===== config.mk =====
export PLATFORM = sky130hd
export DESIGN_NAME = calc_entry_sequencer_flat
export DESIGN_NICKNAME = d
export VERILOG_FILES = /design/src/rtl/calc_entry_sequencer_if.sv /design/src/rtl/calc_entry_sequencer.sv /design/src/flat_wrapper.sv
export SDC_FILE = /design/constraint.sdc
export NUM_CORES = 1
export LEC_CHECK = 0
export CAP_MARGIN = 30
export CORE_ASPECT_RATIO = 0.7
export CORE_MARGIN = 1
export CORE_UTILIZATION = 59
export DETAILED_ROUTE_END_ITERATION = 10
export PLACE_DENSITY = 0.87
export SETUP_SLACK_MARGIN = 0.5
export SLEW_MARGIN = 10
export SYNTH_ARGS = -nofsm -noshare
export SYNTH_HDL_FRONTEND = slang
export SYNTH_SLANG_ARGS = --single-unit

===== constraint.sdc =====
create_clock -name clk -period 4.9 [get_ports clk]
set_input_delay 0.735 -clock clk [delete_from_list [all_inputs] [get_ports clk]]
set_output_delay 0.735 -clock clk [all_outputs]
set_load 0.05 [all_outputs]

===== src/rtl/calc_entry_sequencer_if.sv =====
// Keypad calculator sequencer bus: keypad codes in, ALU start/done handshake, display outputs.
// The sequencer side uses the master modport; the keypad/ALU/display environment uses slave.
interface calc_entry_sequencer_if;
    logic        key_valid;
    logic [3:0]  key_code;
    logic        alu_done;
    logic [15:0] alu_result;
    logic        alu_start;
    logic [15:0] op_a;
    logic [15:0] op_b;
    logic [15:0] disp_val;
    logic [1:0]  disp_sel;
    logic        busy;
    logic        error;

    modport master (
        input  key_valid, key_code, alu_done, alu_result,
        output alu_start, op_a, op_b, disp_val, disp_sel, busy, error
    );

    modport slave (
        output key_valid, key_code, alu_done, alu_result,
        input  alu_start, op_a, op_b, disp_val, disp_sel, busy, error
    );
endinterface


===== src/rtl/calc_entry_sequencer.sv =====
// Collects two BCD operands from keypad codes, launches the ALU and holds its result for display.
// One cycle per key; keys are dropped while busy and alu_done is dropped outside WAIT (no backpressure).
module calc_entry_sequencer #(
    parameter int MAX_DIGITS = 3,
    parameter int TIMEOUT    = 1024
) (
    input  logic                   clk,
    input  logic                   rst,
    calc_entry_sequencer_if.master bus
);
    localparam int          TW    = $clog2(TIMEOUT);
    localparam logic [2:0]  MAXD  = 3'(MAX_DIGITS);
    localparam logic [TW-1:0] TLAST = TW'(TIMEOUT - 1);

    typedef enum logic [2:0] {S_OPA, S_OPB, S_START, S_WAIT, S_SHOW} state_t;

    state_t          state, state_nxt;
    logic [15:0]     ent_q, ent_nxt;
    logic [2:0]      cnt_q, cnt_nxt;
    logic [2:0]      cnt_a_q, cnt_a_nxt;
    logic [15:0]     op_a_q, op_a_nxt;
    logic [15:0]     op_b_q, op_b_nxt;
    logic [15:0]     res_q, res_nxt;
    logic [15:0]     disp_q, disp_nxt;
    logic [TW-1:0]   tmo_q, tmo_nxt;
    logic            err_q, err_nxt;
    logic            key_digit, key_enter, key_del;

    assign key_digit = bus.key_valid && (bus.key_code <= 4'd9);
    assign key_enter = bus.key_valid && (bus.key_code == 4'hB);
    assign key_del   = bus.key_valid && (bus.key_code == 4'hC);

    always_ff @(posedge clk or posedge rst) begin
        if (rst) begin
            state   <= S_OPA;
            ent_q   <= '0;
            cnt_q   <= '0;
            cnt_a_q <= '0;
            op_a_q  <= '0;
            op_b_q  <= '0;
            res_q   <= '0;
            disp_q  <= '0;
            tmo_q   <= '0;
            err_q   <= 1'b0;
        end else begin
            state   <= state_nxt;
            ent_q   <= ent_nxt;
            cnt_q   <= cnt_nxt;
            cnt_a_q <= cnt_a_nxt;
            op_a_q  <= op_a_nxt;
            op_b_q  <= op_b_nxt;
            res_q   <= res_nxt;
            disp_q  <= disp_nxt;
            tmo_q   <= tmo_nxt;
            err_q   <= err_nxt;
        end
    end

    always_comb begin
        state_nxt = state;
        ent_nxt   = ent_q;
        cnt_nxt   = cnt_q;
        cnt_a_nxt = cnt_a_q;
        op_a_nxt  = op_a_q;
        op_b_nxt  = op_b_q;
        res_nxt   = res_q;
        tmo_nxt   = tmo_q;
        err_nxt   = err_q;

        case (state)
            S_OPA, S_OPB: begin
                if (key_digit) begin
                    // A full buffer swallows further digits rather than shifting the oldest out
                    if (cnt_q < MAXD) begin
                        ent_nxt = {ent_q[11:0], bus.key_code};
                        cnt_nxt = cnt_q + 3'd1;
                    end
                end else if (key_del) begin
                    if (cnt_q != 3'd0) begin
                        ent_nxt = {4'h0, ent_q[15:4]};
                        cnt_nxt = cnt_q - 3'd1;
                    end else if (state == S_OPB) begin
                        // Backing out of an empty B reopens A for editing
                        state_nxt = S_OPA;
                        ent_nxt   = op_a_q;
                        cnt_nxt   = cnt_a_q;
                    end
                end else if (key_enter && (cnt_q != 3'd0)) begin
                    if (state == S_OPA) begin
                        op_a_nxt  = ent_q;
                        cnt_a_nxt = cnt_q;
                        ent_nxt   = '0;
                        cnt_nxt   = '0;
                        state_nxt = S_OPB;
                    end else begin
                        op_b_nxt  = ent_q;
                        state_nxt = S_START;
                    end
                end
            end
            S_START: begin
                tmo_nxt   = '0;
                state_nxt = S_WAIT;
            end
            S_WAIT: begin
                tmo_nxt = tmo_q + 1'b1;
                if (bus.alu_done) begin
                    res_nxt   = bus.alu_result;
                    state_nxt = S_SHOW;
                end else if (tmo_q == TLAST) begin
                    err_nxt   = 1'b1;
                    res_nxt   = 16'hEEEE;
                    state_nxt = S_SHOW;
                end
            end
            S_SHOW: begin
                if (bus.key_valid) begin
                    err_nxt   = 1'b0;
                    ent_nxt   = '0;
                    cnt_nxt   = '0;
                    state_nxt = S_OPA;
                    if (key_digit) begin
                        ent_nxt = {12'h000, bus.key_code};
                        cnt_nxt = 3'd1;
                    end
                end
            end
            default: state_nxt = S_OPA;
        endcase
    end

    // Display value follows the post-transition state so it never lags the context
    always_comb begin
        disp_nxt = ent_nxt;
        case (state_nxt)
            S_START, S_WAIT: disp_nxt = op_b_nxt;
            S_SHOW:          disp_nxt = res_nxt;
            default:         disp_nxt = ent_nxt;
        endcase
    end

    always_comb begin
        bus.disp_sel = 2'd0;
        case (state)
            S_OPB:           bus.disp_sel = 2'd1;
            S_START, S_WAIT: bus.disp_sel = 2'd2;
            S_SHOW:          bus.disp_sel = 2'd3;
            default:         bus.disp_sel = 2'd0;
        endcase
    end

    assign bus.alu_start = (state == S_START);
    assign bus.busy      = (state == S_START) || (state == S_WAIT);
    assign bus.error     = err_q;
    assign bus.op_a      = op_a_q;
    assign bus.op_b      = op_b_q;
    assign bus.disp_val  = disp_q;
endmodule


===== src/flat_wrapper.sv =====
// flat-port wrapper written by rule: the top's interface ports become plain ports
module calc_entry_sequencer_flat 
#(
    parameter int MAX_DIGITS = 3,
    parameter int TIMEOUT    = 1024
)
  (clk, rst, bus_key_valid, bus_key_code, bus_alu_done, bus_alu_result, bus_alu_start, bus_op_a, bus_op_b, bus_disp_val, bus_disp_sel, bus_busy, bus_error);
  calc_entry_sequencer_if bus_i ();
  input  logic clk;
  input  logic rst;
  input wire logic [$bits(bus_i.key_valid)-1:0] bus_key_valid;
  input wire logic [$bits(bus_i.key_code)-1:0] bus_key_code;
  input wire logic [$bits(bus_i.alu_done)-1:0] bus_alu_done;
  input wire logic [$bits(bus_i.alu_result)-1:0] bus_alu_result;
  output wire logic [$bits(bus_i.alu_start)-1:0] bus_alu_start;
  output wire logic [$bits(bus_i.op_a)-1:0] bus_op_a;
  output wire logic [$bits(bus_i.op_b)-1:0] bus_op_b;
  output wire logic [$bits(bus_i.disp_val)-1:0] bus_disp_val;
  output wire logic [$bits(bus_i.disp_sel)-1:0] bus_disp_sel;
  output wire logic [$bits(bus_i.busy)-1:0] bus_busy;
  output wire logic [$bits(bus_i.error)-1:0] bus_error;
  assign bus_i.key_valid = bus_key_valid;
  assign bus_i.key_code = bus_key_code;
  assign bus_i.alu_done = bus_alu_done;
  assign bus_i.alu_result = bus_alu_result;
  assign bus_alu_start = bus_i.alu_start;
  assign bus_op_a = bus_i.op_a;
  assign bus_op_b = bus_i.op_b;
  assign bus_disp_val = bus_i.disp_val;
  assign bus_disp_sel = bus_i.disp_sel;
  assign bus_busy = bus_i.busy;
  assign bus_error = bus_i.error;
  calc_entry_sequencer #(.MAX_DIGITS(MAX_DIGITS), .TIMEOUT(TIMEOUT)) u_core (.clk(clk), .rst(rst), .bus(bus_i));
endmodule

# After elaboration in Yosys (flattened, before gate mapping)
# Index checks and enable logic that the tools add are counted.
# totals
register_bits	100
output_inout_bits	53
# op_classes
add_sub_neg	3
magnitude_cmp	2
eq_ne	17
muxes	45
bitwise_logic	2
reduce_logical	16
# ops
op	count
$mux 16	16
$pmux 16 s2	2
$mux 3	16
$pmux 10 s2	1
$eq 3x2->1 const B	4
$pmux 3 s4	1
$add 10x1->10 const B	1
$eq 10x10->1 const B	1
$eq 4x4->1 const B	2
$ne 4x1->1 const B	2
$eq 3x3->1 const B	2
$pmux 2 s3	1
$pmux 3 s2	1
$reduce_and 6->1	1
$reduce_bool 2->1	3
$reduce_or 2->1	3
$ne 5x4->1 const B	1
$reduce_and 5->1	1
$le 4x4->1 const B	1
$logic_and 1x1->1	4
$mux 1	4
$mux 4	1
$ne 2x2->1 const B	2
$reduce_and 4->1	1
other kinds (12)	13

# Longest topological paths before layout
# Gate-level depths: netlist of run 1.
# logic_depth
depth_word	10
ltp_mapped	10

# Worst setup path after synthesis of run 1
# No wires, ideal clock.
# synth_path
path_type	flip-flop to output port
startpoint	reg u_core.state[2]
endpoint	out bus_alu_start
arrival_time_ps	1713
required_ps	4165
slack_ps	2452
path_stages_with_launch	5
n_path_buf	2
cell_sequence	dfrtp_1 -> nand2b_1 -> clkbuf_1 -> clkbuf_1 -> nor2_1
# synth_between
elab_chain_cells	1
# synth_lines
element	line	text
start: declaration	calc_entry_sequencer.sv:17	state_t state, state_nxt;
start signal: assignment	calc_entry_sequencer.sv:46	state <= state_nxt;
$eq 3x2->1	calc_entry_sequencer.sv:152	assign bus.alu_start = (state == S_START);
end: declaration	flat_wrapper.sv:15	output wire logic [$bits(bus_i.alu_start)-1:0] bus_alu_start;
# No other way between the ends.

# Worst setup path in the final report of run 1
# layout_path
startpoint	reg u_core.state[1]
endpoint	out bus_busy
# layout_between
elab_chain_cells	2
elab_cells_between_ends	3
# layout_lines
element	line	text
$eq 3x2->1	calc_entry_sequencer.sv:153	assign bus.busy = (state == S_START) || (state == S_WAIT);
$logic_or 1x1->1 *	calc_entry_sequencer.sv:153	
end: declaration	flat_wrapper.sv:20	output wire logic [$bits(bus_i.busy)-1:0] bus_busy;
# Every way passes the cells marked *; elsewhere a longest branch is shown, timed or not.

==> results of run 1 <==
==> metrics by stage <==
stage,cells,instance area [um2],power [W],hold slack [ns],setup slack (ns)
floorplan,551,5240,0.00277,0.439,1.55
global placement,719,6050,0.00335,0.458,1.57
detailed placement,719,6050,0.00342,0.474,1.42
CTS,734,6340,0.00414,0.480,1.36
global route,735,6350,0.00437,0.513,1.24
finish,735,6350,0.00419,0.479,1.27
==> cells by family (layout without fill, tap and decap cells) <==
logic type | Yosys count | count (layout) | share of synthesized area (%)
flops | 100 | 100 | 47.8
fa+ha+maj | 4 | 4 | 0.955
compound gates | 168 | 168 | 22.6
xor+xnor | 1 | 1 | 0.167
mux | 31 | 31 | 6.38
simple gates | 192 | 192 | 17.7
buf+inv | 55 | 119 | 4.44
==> Yosys cell counts, drive strengths merged (3+ instances only) <==
cell type  count  area (um2)
o2111ai        6        52.6
o311ai         3        33.8
nor2          49         184
o31a           3        26.3
ha             4        50.1
a31oi         11        68.8
mux2i         12         120
a22oi         10        75.1
nand2         76         285
buf           15        82.6
o21a           7        52.6
nand4b         3        26.3
o211ai        12        90.1
nand4          8        56.3
inv           19        71.3
nor3          13        65.1
nand3         14        70.1
a21o           6        45.0
dfrtp        100        2500
or2            3        18.8
and4           5        43.8
a311oi         3        26.3
clkbuf        21        78.8
nor4           4        31.3
and3           3        18.8
a221oi         8        70.1
a22o          11        96.3
mux2          19         214
o21ai         44         220
nor3b          3        33.8
nand2b         3        18.8
a21oi         16        80.1
a211oi         3        22.5
o221ai         5        43.8
==> worst paths after layout <==
kind	start	to	slack (ns)	cells past startpoint
setup / recovery	u_core.state[1]	bus_busy	1.27	3
max in group asynchronous	rst	u_core.cnt_a_q[1]	3.01	3
hold / removal	u_core.ent_q[12]	u_core.ent_q[12]	0.48	1
setup reg to reg	u_core.cnt_q[0]	u_core.bus.disp_val[0]	1.74	7
min in group asynchronous	rst	u_core.tmo_q[4]	0.91	2
hold reg to reg	u_core.ent_q[12]	u_core.ent_q[12]	0.48	1
==> layout by cell type, fill, tap and decap left out, types with 9 or more instances in the layout <==
master	synthesis	final
o21ai_0	44	44
clkbuf_16	0	9
a22oi_1	10	10
a21oi_1	16	16
mux2i_1	12	12
clkdlybuf4s50_1	0	76
inv_1	19	18
mux2_2	19	19
dfrtp_1	100	100
nor3_1	13	13
nor2_1	49	49
a22o_1	11	11
nand3_1	14	14
o211ai_1	12	12
a31oi_1	11	11
buf_4	1	9
nand2_1	76	76
==> routing by layer <==
layer,wire length [um],vias to the layer above
li1,-,2157
met1,6490,2416
met2,6880,344
met3,1790,43
met4,418,0
met5,0,-
==> sequential cells by signal, summed over array words and instances, names as in the netlist <==
register / count
u_core.bus.disp_val: 16
u_core.bus.op_a: 16
u_core.bus.op_b: 16
u_core.ent_q: 16
u_core.res_q: 16
u_core.tmo_q: 10
u_core.cnt_a_q: 3
u_core.cnt_q: 3
u_core.state: 3
u_core.bus.error: 1
==> power breakdown <==
part	switching [W]	internal, W
logic	0.00127	0.000693
clock network	0.000314	0.000410
registers	0.000359	0.00115
==> layout make-up <==
| class | count | area [um2] | share of cell area (%) |
|---|---|---|---|
| Multi-Input combinational cell | 396 | 2500 | 39.4 |
| Sequential cell | 100 | 2500 | 39.4 |
| Timing Repair Buffer | 85 | 828 | 13.0 |
| Clock buffer | 12 | 246 | 3.88 |
| Tap cell | 120 | 150 | 2.36 |
| Inverter | 19 | 73.8 | 1.16 |
| Clock inverter | 3 | 46.3 | 0.729 |
==> results.toml, run 1 <==
[outcome]
status = "finished clean"

[setup_path]
path_cells = "nand2b_1 -> inv_1 -> clkdlybuf4s50_1"
cpPeakStageDelay_ns = 0.85
cp.required_ns = 4.16
crit_path_end_kind = "output pin"
worstSetupPathType = "flop to output pin"
critPathTopFamily = "buffers and inverters"
start_kind = "flop"
cp_slowest_cell = "clkdlybuf4s50_1"
arrival_ns = 2.89
critPathBufInv = 2
worstPathMaxFanout = 22

[finish]
area_growth_syn_to_layout_pct = 21.2
nNetsFinal = 639
post-route-util_pct = 74.3
n_antenna_cell = 0
num-fill-cells = 647
drive_gt1_share_pct = 8.46

[clock_network]
cts_tree = "built"
cts_buffer_depth = 2
cts_resized = 0
hold_buffers = 0
cts_buffers = 9
cts_root_buffer = "clkbuf_16"
path_clk_slew_ns = 0.07
clock_latency_ns = 0.35
htree_levels = 3
post_cts_buffers = 0
clock-sinks = 100

[detailed_routing]
viasPerCell = 6.75
wl_per_cell_um = 21.2
wl_um = 15600
first_iter_violations = 717
route.vias.total = 4960
route.detailed.drc = 0
first_pass_iters = 5
ant_nets = 0

[global_route]
grt_overflow = 0
met3_usage_pct = 10.8
grt_start_max_net_pins = 70
antenna_found_initial = 0
grt_pass1_vias = 4561
grt_util_met2_pct = 52.5
grt_busiest_layer = "met2"
grt_pass1_wl_um = 24300
met1_usage_pct = 48.1
grt_util_all_layers_pct = 35.1

[timing]
tightest_slew_ns = 0.928
clock.fmax_mhz = 276
grt_setup_unrepaired = "false"
tns_ns = 0
fin_crit_ns = 3.63
clock_skew_ns = 0.00705
finalHoldViolCount = 0
finalMaxSlewViolations = 0
fin_crit_sh_pct = 74.0
relSlewSlack_pct = 37.7
finalSetupViolations = 0

[synthesis]
synth_cell_types = 65
synth.cell_area_um2 = 5240
synth_area_per_cell_um2 = 9.51
ys_seq_elements = 100
synth_fp_nets = 579
async_reset_ff_share_pct = 100
synth_warnings = 0
ys_seq_area_share_pct = 47.8
synth_flop_cell = "dfrtp_1"
synth_edf_count = 0
synthCells = 551

[floorplan]
pin_count = 77
start_util_pct = 61.3
coreArea_um2 = 8550
die_y_um = 80.8
row_count = 28
die_width_um = 115
fp.dieArea_um2 = 9270

[pwr]
peakVddDrop_v = 0.000442
leakage_nw = 2.76
power.density_nw_per_um2 = 660

[placement]
gp_congestion = 0.957
dp_hpwl_um = 10700
io_buffers = 76

[run]
drv_cap = 0

[hold_path]
min_path_type = "flop to flop"
No activity file was read; power rests on OpenSTA's default activity.
==> run 2, diff against run 1 <==
- CORE_UTILIZATION: 59 -> 55
- PLACE_DENSITY: 0.87 -> 0.82
- clock period: 4.9 -> 3.75 ns (I/O delays scaled with it)
==> run 2 against run 1 <==
First-iteration DRC count rose by 3.1%. Sequential cell count did not move. Clock skew fell by 0.0024 ns. Sequential power rose by 28%. Cell area rose by 0.81%.
==> results.toml, run 2 (synthesis results as in run 1) <==
[timing]
tightest_slew_ns = 1.00
tns_ns = 0
clock_skew_ns = 0.00465
finalMaxSlewViolations = 0
fin_crit_ns = 2.96
grt_setup_unrepaired = "false"
relSlewSlack_pct = 33.2
finalHoldViolCount = 0
finalSetupViolations = 0
clock.fmax_mhz = 338
fin_crit_sh_pct = 78.8
setup_ws_ns = 0.794

[setup_path]
worstPathMaxFanout = 14
worstSetupPathType = "flop to output pin"
arrival_ns = 2.39
start_kind = "flop"
worstRegToRegCells = 8
crit_path_end_kind = "output pin"
cp.required_ns = 3.19

[detailed_routing]
viasPerCell = 6.60
first_iter_violations = 739
wl_per_cell_um = 21.0
ant_nets = 0
wl_um = 15700
route.detailed.drc = 0
first_pass_iters = 6
route.vias.total = 4940

[run]
drv_cap = 0

[outcome]
status = "finished clean"

[finish]
nNetsFinal = 648
layout_commonest_cell = "dfrtp_1"
n_antenna_cell = 0
area_growth_syn_to_layout_pct = 22.2
drive_gt1_share_pct = 9.78
num-fill-cells = 714
stdcell_count = 748
final_cell_mix = "100 x dfrtp_1, 76 x nand2_1, 76 x clkdlybuf4s50_1"

[clock_network]
post_cts_buffers = 0
cts_tree = "built"
clock-sinks = 100
clock_latency_ns = 0.35
path_clk_slew_ns = 0.06
cts_root_buffer = "clkbuf_16"
cts_buffers = 9
cts_buffer_depth = 2
hold_buffers = 0
cts_resized = 0
htree_levels = 3

[hold_path]
min_delay_path_depth = 1
min_path_type = "flop to flop"

[floorplan]
start_util_pct = 57.3
coreArea_um2 = 9140
die_y_um = 83.7
row_count = 29
pin_count = 77
die_width_um = 119
fp.dieArea_um2 = 9930

[global_route]
antenna_found_initial = 0
grt_pass1_vias = 4753
grt_pass1_wl_um = 25200
grt_start_max_net_pins = 59
grt_util_all_layers_pct = 33.3
grt_overflow = 0

[placement]
dp_hpwl_um = 11000
gp_congestion = 0.906
io_buffers = 76
place_ws_ns = 0.557
dp_cells = 732

[pwr]
leakage_nw = 2.79
power.density_nw_per_um2 = 843
power_w = 0.00539
peakVddDrop_v = 0.000496
==> run 2: cell types whose count changed in the layout (fill, tap and decap cells not counted), sizes merged <==
cell    delta
buf        +8
bufinv     -1
clkinv     +2
==> run 2: final timing paths <==
path,start,end,slack [ns]
worst max-delay path,u_core.state[2],bus_disp_sel[0],0.79
worst min-delay path,u_core.ent_q[12],u_core.ent_q[12],0.48
worst max register to register,u_core.cnt_q[0],u_core.bus.disp_val[11],0.90
worst min register to register,u_core.ent_q[12],u_core.ent_q[12],0.48
max in group asynchronous,rst,u_core.bus.op_a[11],2.37
min in group asynchronous,rst,u_core.bus.disp_val[3],0.70
==> run 2: through the flow <==
stage,cell area (um2),hold WS [ns],util (%)
floorplan,5240,0.439,-
global placement,6140,0.457,67.1
detailed placement,6140,0.465,67.1
CTS,6390,0.475,69.9
global route,6400,0.505,70.0
finish,6400,0.479,70.0
==> run 2: critical path: stages (launching register included) <==
cell and delay [ns]:
dfrtp_1 0.39, buf_4 0.20, or3b_1 0.53, nand2_1 0.12
clkdlybuf4s50_1 0.80
==> run 2: cell type report <==
class	count	area, um2	area share [%]
Inverter	19	73.8	1.15
Sequential cell	100	2500	39.1
Multi-Input combinational cell	396	2500	39.1
Tap cell	124	155	2.42
Timing Repair Buffer	94	908	14.2
Clock inverter	4	26.3	0.410
Clock buffer	11	233	3.63
==> run 2: per-layer routing <==
layer	wire, um	global-route usage (%)	up-vias
met4	496	12.0	0
met1	6790	47.5	2418
met5	0	0	-
li1	-	-	2170
met3	1510	7.58	48
met2	6910	49.8	304
==> run 2: where the power goes <==
group          internal (W)  switching [W]
clock              0.000447       0.000402
sequential          0.00150       0.000439
combinational      0.000919        0.00168
